$ cat src/rtl/mem_access_pkg.sv
// mem_access_pkg
// Shared definitions for the data-memory access unit: load/store op
// encoding, access-size classification, alignment check and FSM states.
package mem_access_pkg;

    localparam logic [2:0] OP_LB  = 3'b000;
    localparam logic [2:0] OP_LH  = 3'b001;
    localparam logic [2:0] OP_LW  = 3'b010;
    localparam logic [2:0] OP_LBU = 3'b011;
    localparam logic [2:0] OP_LHU = 3'b100;
    localparam logic [2:0] OP_SB  = 3'b101;
    localparam logic [2:0] OP_SH  = 3'b110;
    localparam logic [2:0] OP_SW  = 3'b111;

    typedef enum logic [1:0] {
        ST_IDLE   = 2'd0,
        ST_ACCESS = 2'd1,
        ST_RESP   = 2'd2
    } state_e;

    typedef enum logic [1:0] {
        SZ_BYTE = 2'd0,
        SZ_HALF = 2'd1,
        SZ_WORD = 2'd2
    } size_e;

    function automatic logic is_store(input logic [2:0] op);
        return (op == OP_SB) || (op == OP_SH) || (op == OP_SW);
    endfunction

    function automatic size_e op_size(input logic [2:0] op);
        case (op)
            OP_LH, OP_LHU, OP_SH: return SZ_HALF;
            OP_LW, OP_SW:         return SZ_WORD;
            default:              return SZ_BYTE;
        endcase
    endfunction

    function automatic logic misaligned(input logic [2:0] op, input logic [1:0] a);
        case (op_size(op))
            SZ_HALF: return a[0];
            SZ_WORD: return a != 2'b00;
            default: return 1'b0;
        endcase
    endfunction

endpackage

$ cat src/rtl/mem_access_unit_load_align.sv
// mem_load_align
// Picks the addressed byte/half/word out of a memory read word and
// sign- or zero-extends it according to the load op.
//   mem_rdata_i : raw 32-bit word from memory
//   addr_i      : byte offset within the word
//   op_i        : load op code
//   ext_data_o  : aligned, extended load result
module mem_load_align
    import mem_access_pkg::*;
(
    input  logic [31:0] mem_rdata_i,
    input  logic [1:0]  addr_i,
    input  logic [2:0]  op_i,
    output logic [31:0] ext_data_o
);

    logic [7:0]  byte_sel;
    logic [15:0] half_sel;

    assign byte_sel = mem_rdata_i[{addr_i, 3'b000} +: 8];
    assign half_sel = mem_rdata_i[{addr_i[1], 4'b0000} +: 16];

    always_comb begin
        case (op_i)
            OP_LB:   ext_data_o = {{24{byte_sel[7]}}, byte_sel};
            OP_LBU:  ext_data_o = {24'b0, byte_sel};
            OP_LH:   ext_data_o = {{16{half_sel[15]}}, half_sel};
            OP_LHU:  ext_data_o = {16'b0, half_sel};
            default: ext_data_o = mem_rdata_i;
        endcase
    end

endmodule

$ cat src/rtl/mem_access_unit.sv
// mem_access_unit
// Initiator side of the data-memory port. Takes one load/store at a time
// over a valid/ready handshake, holds address/data on the memory port for
// WAIT_CYCLES+1 cycles, then reports an extended load result or an
// alignment error as a one-cycle response pulse.
//   clk, rst          : clock, asynchronous active-high reset
//   req_*             : CPU request (valid/ready, op, byte address, store data)
//   resp_*            : one-cycle response pulse, result and error flag
//   mem_addr/wdata/wen: word address, lane-placed store data, lane enables
//   mem_rdata         : asynchronous read data for mem_addr
module mem_access_unit
    import mem_access_pkg::*;
#(
    parameter int WAIT_CYCLES = 0,
    parameter int CNT_W       = 4
) (
    input  logic        clk,
    input  logic        rst,
    input  logic        req_valid,
    output logic        req_ready,
    input  logic [2:0]  req_op,
    input  logic [31:0] req_addr,
    input  logic [31:0] req_wdata,
    output logic        resp_valid,
    output logic [31:0] resp_rdata,
    output logic        resp_err,
    output logic [31:0] mem_addr,
    output logic [31:0] mem_wdata,
    output logic [3:0]  mem_wen,
    input  logic [31:0] mem_rdata
);

    state_e             state_q, state_d;
    logic [CNT_W-1:0]   cnt_q, cnt_d;
    logic [2:0]         op_q, op_d;
    logic [31:0]        addr_q, addr_d;
    logic [31:0]        wdata_q, wdata_d;
    logic [31:0]        rdata_q, rdata_d;
    logic               err_q, err_d;

    logic [3:0]         lane_wen;
    logic [31:0]        lane_wdata;
    logic [31:0]        load_data;

    mem_load_align u_load_align (
        .mem_rdata_i (mem_rdata),
        .addr_i      (addr_q[1:0]),
        .op_i        (op_q),
        .ext_data_o  (load_data)
    );

    // Lane placement is derived from the latched request only, so the
    // memory port stays stable for the whole ACCESS state.
    always_comb begin
        lane_wen   = 4'b0000;
        lane_wdata = 32'b0;
        case (op_q)
            OP_SB: begin
                lane_wen   = 4'b0001 << addr_q[1:0];
                lane_wdata = {24'b0, wdata_q[7:0]} << {addr_q[1:0], 3'b000};
            end
            OP_SH: begin
                lane_wen   = addr_q[1] ? 4'b1100 : 4'b0011;
                lane_wdata = addr_q[1] ? {wdata_q[15:0], 16'b0} : {16'b0, wdata_q[15:0]};
            end
            OP_SW: begin
                lane_wen   = 4'b1111;
                lane_wdata = wdata_q;
            end
            default: ;
        endcase
    end

    assign mem_addr   = {2'b00, addr_q[31:2]};
    assign mem_wdata  = lane_wdata;
    assign resp_rdata = rdata_q;
    assign resp_err   = err_q;

    always_ff @(posedge clk or posedge rst) begin
        if (rst) begin
            state_q <= ST_IDLE;
            cnt_q   <= '0;
            op_q    <= 3'b000;
            addr_q  <= 32'b0;
            wdata_q <= 32'b0;
            rdata_q <= 32'b0;
            err_q   <= 1'b0;
        end else begin
            state_q <= state_d;
            cnt_q   <= cnt_d;
            op_q    <= op_d;
            addr_q  <= addr_d;
            wdata_q <= wdata_d;
            rdata_q <= rdata_d;
            err_q   <= err_d;
        end
    end

    // Result/error registers change only when entering RESP so they hold
    // their last value between responses.
    always_comb begin
        state_d    = state_q;
        cnt_d      = cnt_q;
        op_d       = op_q;
        addr_d     = addr_q;
        wdata_d    = wdata_q;
        rdata_d    = rdata_q;
        err_d      = err_q;
        req_ready  = 1'b0;
        resp_valid = 1'b0;
        mem_wen    = 4'b0000;
        case (state_q)
            ST_IDLE: begin
                req_ready = 1'b1;
                if (req_valid) begin
                    op_d    = req_op;
                    addr_d  = req_addr;
                    wdata_d = req_wdata;
                    if (misaligned(req_op, req_addr[1:0])) begin
                        err_d   = 1'b1;
                        rdata_d = 32'b0;
                        state_d = ST_RESP;
                    end else begin
                        cnt_d   = CNT_W'(WAIT_CYCLES);
                        state_d = ST_ACCESS;
                    end
                end
            end
            ST_ACCESS: begin
                if (cnt_q != '0) begin
                    cnt_d = cnt_q - 1'b1;
                end else begin
                    if (is_store(op_q)) begin
                        mem_wen = lane_wen;
                        rdata_d = 32'b0;
                    end else begin
                        rdata_d = load_data;
                    end
                    err_d   = 1'b0;
                    state_d = ST_RESP;
                end
            end
            ST_RESP: begin
                resp_valid = 1'b1;
                state_d    = ST_IDLE;
            end
            default: state_d = ST_IDLE;
        endcase
    end

endmodule

$ cat config.mk
export PLATFORM = sky130hd
export DESIGN_NAME = mem_access_unit
export DESIGN_NICKNAME = d
export VERILOG_FILES = /design/src/rtl/mem_access_pkg.sv /design/src/rtl/mem_access_unit_load_align.sv /design/src/rtl/mem_access_unit.sv
export SDC_FILE = /design/constraint.sdc
export NUM_CORES = 1
export LEC_CHECK = 0
export ABC_AREA = 1
export CAP_MARGIN = 5
export CORE_UTILIZATION = 43
export CTS_BUF_LIST = sky130_fd_sc_hd__clkbuf_4
export DETAILED_ROUTE_END_ITERATION = 10
export HOLD_SLACK_MARGIN = 0.03
export PLACE_DENSITY_LB_ADDON = 0.15
export SLEW_MARGIN = 25
export SYNTH_ARGS = -nofsm -noshare
export SYNTH_HDL_FRONTEND = slang
export SYNTH_SLANG_ARGS = --single-unit
$ cat constraint.sdc
create_clock -name clk -period 3.4 [get_ports clk]
set_input_delay 0.68 -clock clk [delete_from_list [all_inputs] [get_ports clk]]
set_output_delay 0.68 -clock clk [all_outputs]
set_load 0.03 [all_outputs]
==> flow_summary.toml, run 1 <==
[power_and_ir_drop]
vdd_drop_max_mv = 0.629
power.density_nw_per_um2 = 935
power_leakage_uw = 0.00413

[routing]
routedWlPerCell_um = 15.2
vias = 5441
viasPerCell = 4.96
wirelength_mm = 16.7
drtIter0Drc = 258
drc = 0
ant_nets = 0
firstDrtPassIters = 5

[cells_and_area]
instances_no_fill = 1097
layout.nets = 1021
area_delta_synth_final_pct = 36.3
final_common_cell = "nand2_1"
final_cell_mix = "nand2_1 (266), clkdlybuf4s50_1 (183), dfrtp_1 (105)"
antenna_cells = 0
drive_above_1_share_pct = 10.4

[synth]
synth_cell_type_count = 32
synth_xor_xnor_area_share_pct = 0.298
synth_top_area_share_pct = 45.1
synth_top_area_cell = "dfrtp_1"
ys_seq_area_share_pct = 45.1
synth-simple-area-share_pct = 26.2
synth_top_family_by_area = "simple AND/OR/NAND/NOR gates"
synthAdderAreaFrac_pct = 0.638
synth_area_leaders = "dfrtp_1 (45%), nand2_1 (17%), mux2_2 (8.8%), nor2_1 (6.0%), buf_4 (4.5%)"
syn_area_per_cell_um2 = 7.75
ys_ff_latch = 106
muxShareOfSynthArea_pct = 8.80
syn-instance-count = 759
ys_warn_count = 0
synth_area_um2 = 5880
synth_compound_area_share_pct = 8.06

[sta]
relSlewSlack_pct = 57.0
setup_viol = 0
finClkSkew_ps = 13.3
rsz0062_at_grt = "no"
fin_crit_sh_pct = 94.5
fin_tns_setup_ps = 0
finalHoldViolCount = 0
drv_slew = 0
holdWs_ps = 501
finalCriticalPeriod_ps = 3210
setup_slack_ps = 188
fmax_mhz = 311
worst_pin_slew_ps = 642

[placement]
dp.cells = 1081
hpwl_mm = 12.1
place_ws_ps = 540
placement.io_buffers = 202
gp_congestion = 0.931

[global_route]
antenna_found_initial = 0
grt_first_pass_wirelength_mm = 27.0
grt_max_degree = 107
overflow = 0
grt_use_total_pct = 24.2
grt_pass1_vias = 5467

[floorplan]
die-width_um = 119
io_pins = 205
die_h_um = 119
dieArea_um2 = 14200
initial_core_util_pct = 44.3
rows = 42
coreArea_um2 = 13300

[clock_tree]
cts_sinks = 106
clk_latency_ps = 480
cts_tree = "yes"
clock_path_buffers = 2
cts_buffers = 9
clk_pin_slew_worst_paths_ps = 160
post_cts_buffers = 0
htreeDepth = 3
cts_root_buf = "clkbuf_4"
cts_hold_buffers = 0

[outcome]
status = "finished, final reports clean"

[job]
max-cap-violations = 0

[critical_path]
critical_path_class = "reg -> out"
crit_path_end_kind = "output port"
worstPathArrival_ps = 2530
start_kind = "flip-flop"
cp_max_fo = 4
cp.required_ps = 2720

[hold_path]
min-delay-path-class = "reg -> reg"
kinds of logic (layout without fill, tap and decap cells):
family	after synthesis	after routing
adders and majority gates	3	3
muxes	46	46
and+or+nand+nor	392	392
buffers and inverters	125	286
DFF	106	106
AOI/OAI and AO/OA	84	84
xor gates and xnor gates	2	2
other	1	2
area by class of cell:
| class | count | area, um^2 |
|---|---|---|
| Tap cell | 176 | 220 |
| Multi-Input combinational cell | 529 | 2610 |
| Clock buffer | 11 | 82.6 |
| Timing Repair Buffer | 208 | 2140 |
| Sequential cell | 106 | 2650 |
| Clock inverter | 5 | 62.6 |
| Inverter | 62 | 240 |
| Fill cell | 1195 | 5280 |
critical path, cell delays in order (launching register included):
cell and delay [ps]:
dfrtp_1 410, inv_1 110, ha_1 200, nand3_1 140, nor2_2 200, nand3_1 180
nor2_1 140, clkdlybuf4s50_1 680
routing by layer:
layer	GRT usage, %	wire length (um)	share of wire (%)
met4	8.23	331	2.0
met5	0	0	0
met2	40.6	8120	49
met3	6.99	1330	8.0
met1	29.6	6940	41
worst paths after layout:
path | from | endpoint | slack (ps) | cells past startpoint
max | cnt_q[0] | mem_wen[3] | 190 | 7
min in group asynchronous | rst | wdata_q[19] | 710 | 3
min | resp_rdata[29] | resp_rdata[29] | 500 | 2
max reg2reg | op_q[0] | resp_rdata[28] | 1380 | 9
max in group asynchronous | rst | resp_rdata[11] | 2260 | 3
min reg2reg | resp_rdata[29] | resp_rdata[29] | 500 | 2
through the flow:
step	total power (uW)	instance area [um^2]	utilization, %
after floorplan	5470	5890	-
after global placement	6760	7820	58.8
after detailed placement	6860	7820	58.8
after CTS	7550	7960	59.9
after global routing	8060	8020	60.3
final	7500	8020	60.3
state kept, by name, indices dropped and copies added (netlist names):
signal and flops:
addr_q 32, cnt_q 4, op_q 3, resp_err 1
resp_rdata 32, state_q 2, wdata_q 32
timing repair:
action                     4_1_cts  5_1_grt
cloned                           0        0
setup endpoints to repair        2       26
pin swaps                        0        0
resized for setup                2       21
power breakdown:
group	total [uW]	switching [uW]	internal, uW
sequential	2150	325	1820
clock	676	431	245
combinational	4670	2900	1780
cell usage after synthesis:
| cell type | number |
|---|---|
| nand2_1 | 267 |
| nand2_2 | 8 |
| nand3_1 | 14 |
| xor2_1 | 1 |
| buf_2 | 18 |
| nand3_2 | 1 |
| xnor2_1 | 1 |
| nor2_4 | 1 |
| nor2_2 | 2 |
| ha_1 | 3 |
| nor3_1 | 1 |
| nand4_1 | 2 |
| buf_4 | 35 |
| a21oi_1 | 33 |
| o21ai_0 | 29 |
| clkbuf_1 | 8 |
| a31oi_1 | 1 |
| inv_1 | 55 |
| inv_2 | 5 |
| clkinv_1 | 2 |
| dfrtp_1 | 106 |
| a21oi_2 | 3 |
| nor2_1 | 94 |
| o21ai_1 | 1 |
| conb_1 | 1 |
| or2_2 | 1 |
| o21ai_4 | 1 |
| buf_6 | 2 |
| mux2_2 | 46 |
| nor3_2 | 1 |
| o22ai_1 | 8 |
| o211ai_1 | 8 |
Note: power is estimated with default switching activity, not from simulation.
==> inputs of run 2 (changes only) <==
==> constraint.sdc (replaced) <==
create_clock -name clk -period 3.4 [get_ports clk]
set_input_delay 0.34 -clock clk [delete_from_list [all_inputs] [get_ports clk]]
set_output_delay 0.34 -clock clk [all_outputs]
set_load 0.03 [all_outputs]
==> run 2 against run 1 <==
  * Clock skew down 0.59 ps
  * Worst hold slack worse by 160 ps
  * Flip-flop and latch count unchanged
  * Critical path type unchanged
  * Critical endpoint is now mem_wdata[25]
==> flow_summary.toml, run 2 (synthesis results as in run 1) <==
[floorplan]
die-width_um = 119
rows = 42
io_pins = 205
initial_core_util_pct = 44.3
die_h_um = 119
dieArea_um2 = 14200
coreArea_um2 = 13300

[critical_path]
crit_path_top_delay_cell = "clkdlybuf4s50_1"
critical_path_class = "reg -> out"
cp.required_ps = 3060
worstPathArrival_ps = 2770
cp_max_fo = 9
crit_path_end_kind = "output port"
start_kind = "flip-flop"
cpPeakStageDelay_ps = 730
worstPathCellList = "inv_2 > nor3_2 > nand2_1 > o211ai_1 > clkdlybuf4s50_1"

[global_route]
grt_max_degree = 63
overflow = 0
grt_use_total_pct = 24.7
grt_first_pass_wirelength_mm = 27.3
antenna_found_initial = 0
grt_pass1_vias = 5419

[cells_and_area]
layout.nets = 1021
antenna_cells = 0
design_area_um2 = 7960
area_delta_synth_final_pct = 35.3
drive_above_1_share_pct = 10.1
final_cell_mix = "nand2_1 (266), clkdlybuf4s50_1 (202), dfrtp_1 (106)"
final_common_cell = "nand2_1"

[placement]
hpwl_mm = 12.3
gp_congestion = 0.896
placement.io_buffers = 202
place_area_um2 = 7790

[clock_tree]
post_cts_resized = 0
clk_latency_ps = 480
cts_sinks = 106
post_cts_buffers = 0
clk_pin_slew_worst_paths_ps = 160
cts_buffers = 9
clock_path_buffers = 2
cts_root_buf = "clkbuf_4"
htreeDepth = 3
cts_hold_buffers = 0
cts_tree = "yes"

[power_and_ir_drop]
vdd_drop_max_mv = 0.495
power.density_nw_per_um2 = 949
switching_power_uw = 3650
power_leakage_uw = 0.00383
power.total_uw = 7550
intPower_uw = 3900
switching_share_pct = 48.3
pwr-share-seq_pct = 28.4
p_clk_share_pct = 9.9
pwr-share-comb_pct = 61.7

[routing]
drtIter0Drc = 365
wirelength_mm = 16.9
viasPerCell = 5.00
firstDrtPassIters = 5
ant_nets = 0
routedWlPerCell_um = 15.4
vias = 5486
drc = 0

[outcome]
status = "finished, final reports clean"

[sta]
finClkSkew_ps = 12.7
drv_slew = 0
worst_pin_slew_ps = 793
finalCriticalPeriod_ps = 3110
setup_viol = 0
rsz0062_at_grt = "no"
fin_tns_setup_ps = 0
relSlewSlack_pct = 47.2
finalHoldViolCount = 0
fin_crit_sh_pct = 91.4
fmax_mhz = 322

[job]
max-cap-violations = 0

[hold_path]
min-delay-path-class = "in -> async"
## run 2: cell count changes in the layout (fill, tap and decap cells not counted), sizes merged
cell,change
dlygate4sd2,-2
bufinv,+1
clkdlybuf4s50,+19
dlymetal6s2s,-17
inv,+1
clkinvlp,-3
clkinv,+1
## run 2: final timing paths
| check | startpoint | end | slack (ps) | cells past startpoint |
|---|---|---|---|---|
| setup / recovery | op_q[2] | mem_wdata[25] | 290 | 5 |
| hold / removal | rst | resp_rdata[14] | 340 | 2 |
| setup reg to reg | cnt_q[0] | resp_rdata[3] | 1350 | 8 |
| hold reg to reg | cnt_q[0] | cnt_q[0] | 500 | 1 |
| max in group asynchronous | rst | addr_q[18] | 2330 | 3 |
| min in group clk | req_wdata[14] | wdata_q[14] | 410 | 3 |
## run 2: metrics by stage
step	util (%)	instances	setup slack [ps]	hold WS (ps)
after floorplan	-	760	271	453
after global placement	58.6	1081	908	463
after detailed placement	58.6	1081	855	466
after CTS	59.9	1097	292	336
after global routing	59.9	1097	91.5	366
final	59.9	1097	294	341
## run 2: worst max-delay path: cells and delay by family, from the launching register on
| family | cells | cell delay (ps) |
|---|---|---|
| DFF | 1 | 570 |
| buffers and inverters | 2 | 840 |
| AOI/OAI and AO/OA | 1 | 180 |
| and+or+nand+nor | 2 | 690 |
## run 2: final cells by class
cell class / instances / area [um^2]
Fill cell: 1167 / 5330
Sequential cell: 106 / 2650
Multi-Input combinational cell: 529 / 2610
Timing Repair Buffer: 208 / 2080
Inverter: 62 / 235
Tap cell: 176 / 220
Clock inverter: 5 / 87.6
Clock buffer: 11 / 82.6
## run 2: power groups by stage
stage                     sequential [uW]  clock (uW)  combinational, uW
final                                2140         749               4660
after global routing                 2210         820               5060
after CTS                            2140         776               4680
after detailed placement             2170           0               4650
after global placement               2140           0               4570
after floorplan                      2320           0               3160
## run 2: layer usage
metal	part of all wire, %	GRT usage [%]	routed length (um)	up-vias
li1	-	-	-	2655
met5	0	0	0	-
met3	8.1	7.85	1360	17
met2	49	41.4	8280	202
met1	41	30.5	6980	2612
met4	1.4	6.25	233	0
==> inputs of run 3 (changes only) <==
--- a/config.mk
+++ b/config.mk
@@ -6,7 +6,8 @@
 export NUM_CORES = 1
 export LEC_CHECK = 0
 export ABC_AREA = 1
-export CAP_MARGIN = 5
+export CAP_MARGIN = 20
+export CORE_MARGIN = 4
 export CORE_UTILIZATION = 43
 export CTS_BUF_LIST = sky130_fd_sc_hd__clkbuf_4
 export DETAILED_ROUTE_END_ITERATION = 10
==> run 3 against run 2 <==
  * Clock skew increased by 6.0 ps
  * First-iteration DRC count increased by 11%
  * Combinational power about the same
  * Wire length increased by 2.8%
  * Global-route usage decreased by 2.3 points
  * Largest cell class unchanged
  * Largest power group unchanged
==> flow_summary.toml, run 3 (synthesis results as in run 1) <==
[cells_and_area]
fill_cells = 1222
seqCellArea_um2 = 2650
final_common_cell = "nand2_1"
layout.nets = 1021
instances_no_fill = 1098
post-route-util_pct = 59.9
final_cell_mix = "nand2_1 (266), clkdlybuf4s50_1 (202), dfrtp_1 (106)"
multi_input_area_um2 = 2610
drive_above_1_share_pct = 10.1
area_delta_synth_final_pct = 35.8

[critical_path]
cp_max_fo = 9
r2r_start = "op_q[0]"
reg2reg_to = "resp_rdata[23]"
cp.required_ps = 3060
start_kind = "flip-flop"
critical_path_class = "reg -> out"
setup.worst_path.start = "op_q[2]"
crit_path_end_kind = "output port"
crit_path_top_delay_cell = "clkdlybuf4s50_1"
worstPathArrival_ps = 2750
cpPeakStageDelay_ps = 740
r2r_slack_ps = 1410
r2r_cells = 9
worstPathCellList = "inv_2 > nor3_2 > nand2_1 > o211ai_1 > clkdlybuf4s50_1"

[outcome]
status = "finished, final reports clean"

[clock_tree]
clk_latency_ps = 490
clock_path_buffers = 2
clk_pin_slew_worst_paths_ps = 180
post_cts_buffers = 0
cts_sinks = 106
post_cts_resized = 0
cts_root_buf = "clkbuf_4"
cts_hold_buffers = 0
htreeDepth = 3
cts_tree = "yes"
cts_buffers = 9

[global_route]
grt_first_pass_wirelength_mm = 28.0
grt_max_degree = 79
overflow = 0
grt_pass1_vias = 5415
grt_use_total_pct = 22.3
antenna_found_initial = 1

[placement]
hpwl_mm = 12.6
placement.io_buffers = 202
dp.cells = 1081
place_ws_ps = 828
gp_congestion = 0.919

[sta]
setup_slack_ps = 306
setup_viol = 0
fin_crit_sh_pct = 91.0
drv_slew = 0
finClkSkew_ps = 18.7
fin_tns_setup_ps = 0
finalHoldViolCount = 0
finalCriticalPeriod_ps = 3090
worst_pin_slew_ps = 659
rsz0062_at_grt = "no"
fmax_mhz = 323
relSlewSlack_pct = 55.8

[power_and_ir_drop]
power_leakage_uw = 0.00384
vdd_drop_max_mv = 0.524
power.density_nw_per_um2 = 953
power.total_uw = 7610

[floorplan]
rows = 42
io_pins = 205
coreArea_um2 = 13300
initial_core_util_pct = 44.1
die-width_um = 125
die_h_um = 125
dieArea_um2 = 15600

[routing]
wirelength_mm = 17.3
vias = 5519
firstDrtPassIters = 6
routedWlPerCell_um = 15.8
viasPerCell = 5.03
drtIter0Drc = 406
ant_nets = 0
drc = 0

[hold_path]
min-delay-path-class = "in -> async"

[job]
max-cap-violations = 0
[run 3: cell type report]
| type | count | share of cell area [%] |
|---|---|---|
| antenna | 1 | 0.0313 |
| clock buffer | 9 | 0.845 |
| clock inverter | 7 | 1.46 |
| inverter | 62 | 2.94 |
| multi-input combinational | 529 | 32.6 |
| sequential | 106 | 33.2 |
| tap | 176 | 2.76 |
| timing repair buffer | 208 | 26.2 |
[run 3: critical path: cells and delay by family, from the launching register on]
family,cells,cell delay [ps]
compound gates,1,130
flops,1,570
buf+inv,2,850
simple gates,2,710
[run 3: how the worst max path moves through the flow]
stage                    end  slack (ps)  depth (start not counted)
3_3_place_gp   mem_wdata[25]         950                          5
2_1_floorplan      addr_q[0]         270                          1
4_1_cts        mem_wdata[25]         250                          5
5_1_grt        mem_wdata[25]         160                          5
6_report       mem_wdata[25]         310                          5
3_5_place_dp   mem_wdata[25]         830                          5
[run 3: per-layer routing]
metal	up-vias	part of all wire, %	GRT usage (%)
met2	262	47	36.4
met5	-	0	0
met4	0	2.9	8.93
met3	33	10	6.61
li1	2655	-	-
met1	2569	40	27.9
[run 3: power by group]
group | internal (uW) | switching, uW | leakage [uW]
sequential | 1820 | 334 | 0.00128
combinational | 1770 | 2890 | 0.00246
clock | 320 | 474 | 0.0000977
total | 3910 | 3700 | 0.00384
[run 3: stage by stage]
stage | cell area [um^2] | hold slack [ps]
global route | 7990 | 322
global placement | 7800 | 463
CTS | 7990 | 253
finish | 7990 | 275
floorplan | 5890 | 453
detailed placement | 7800 | 467
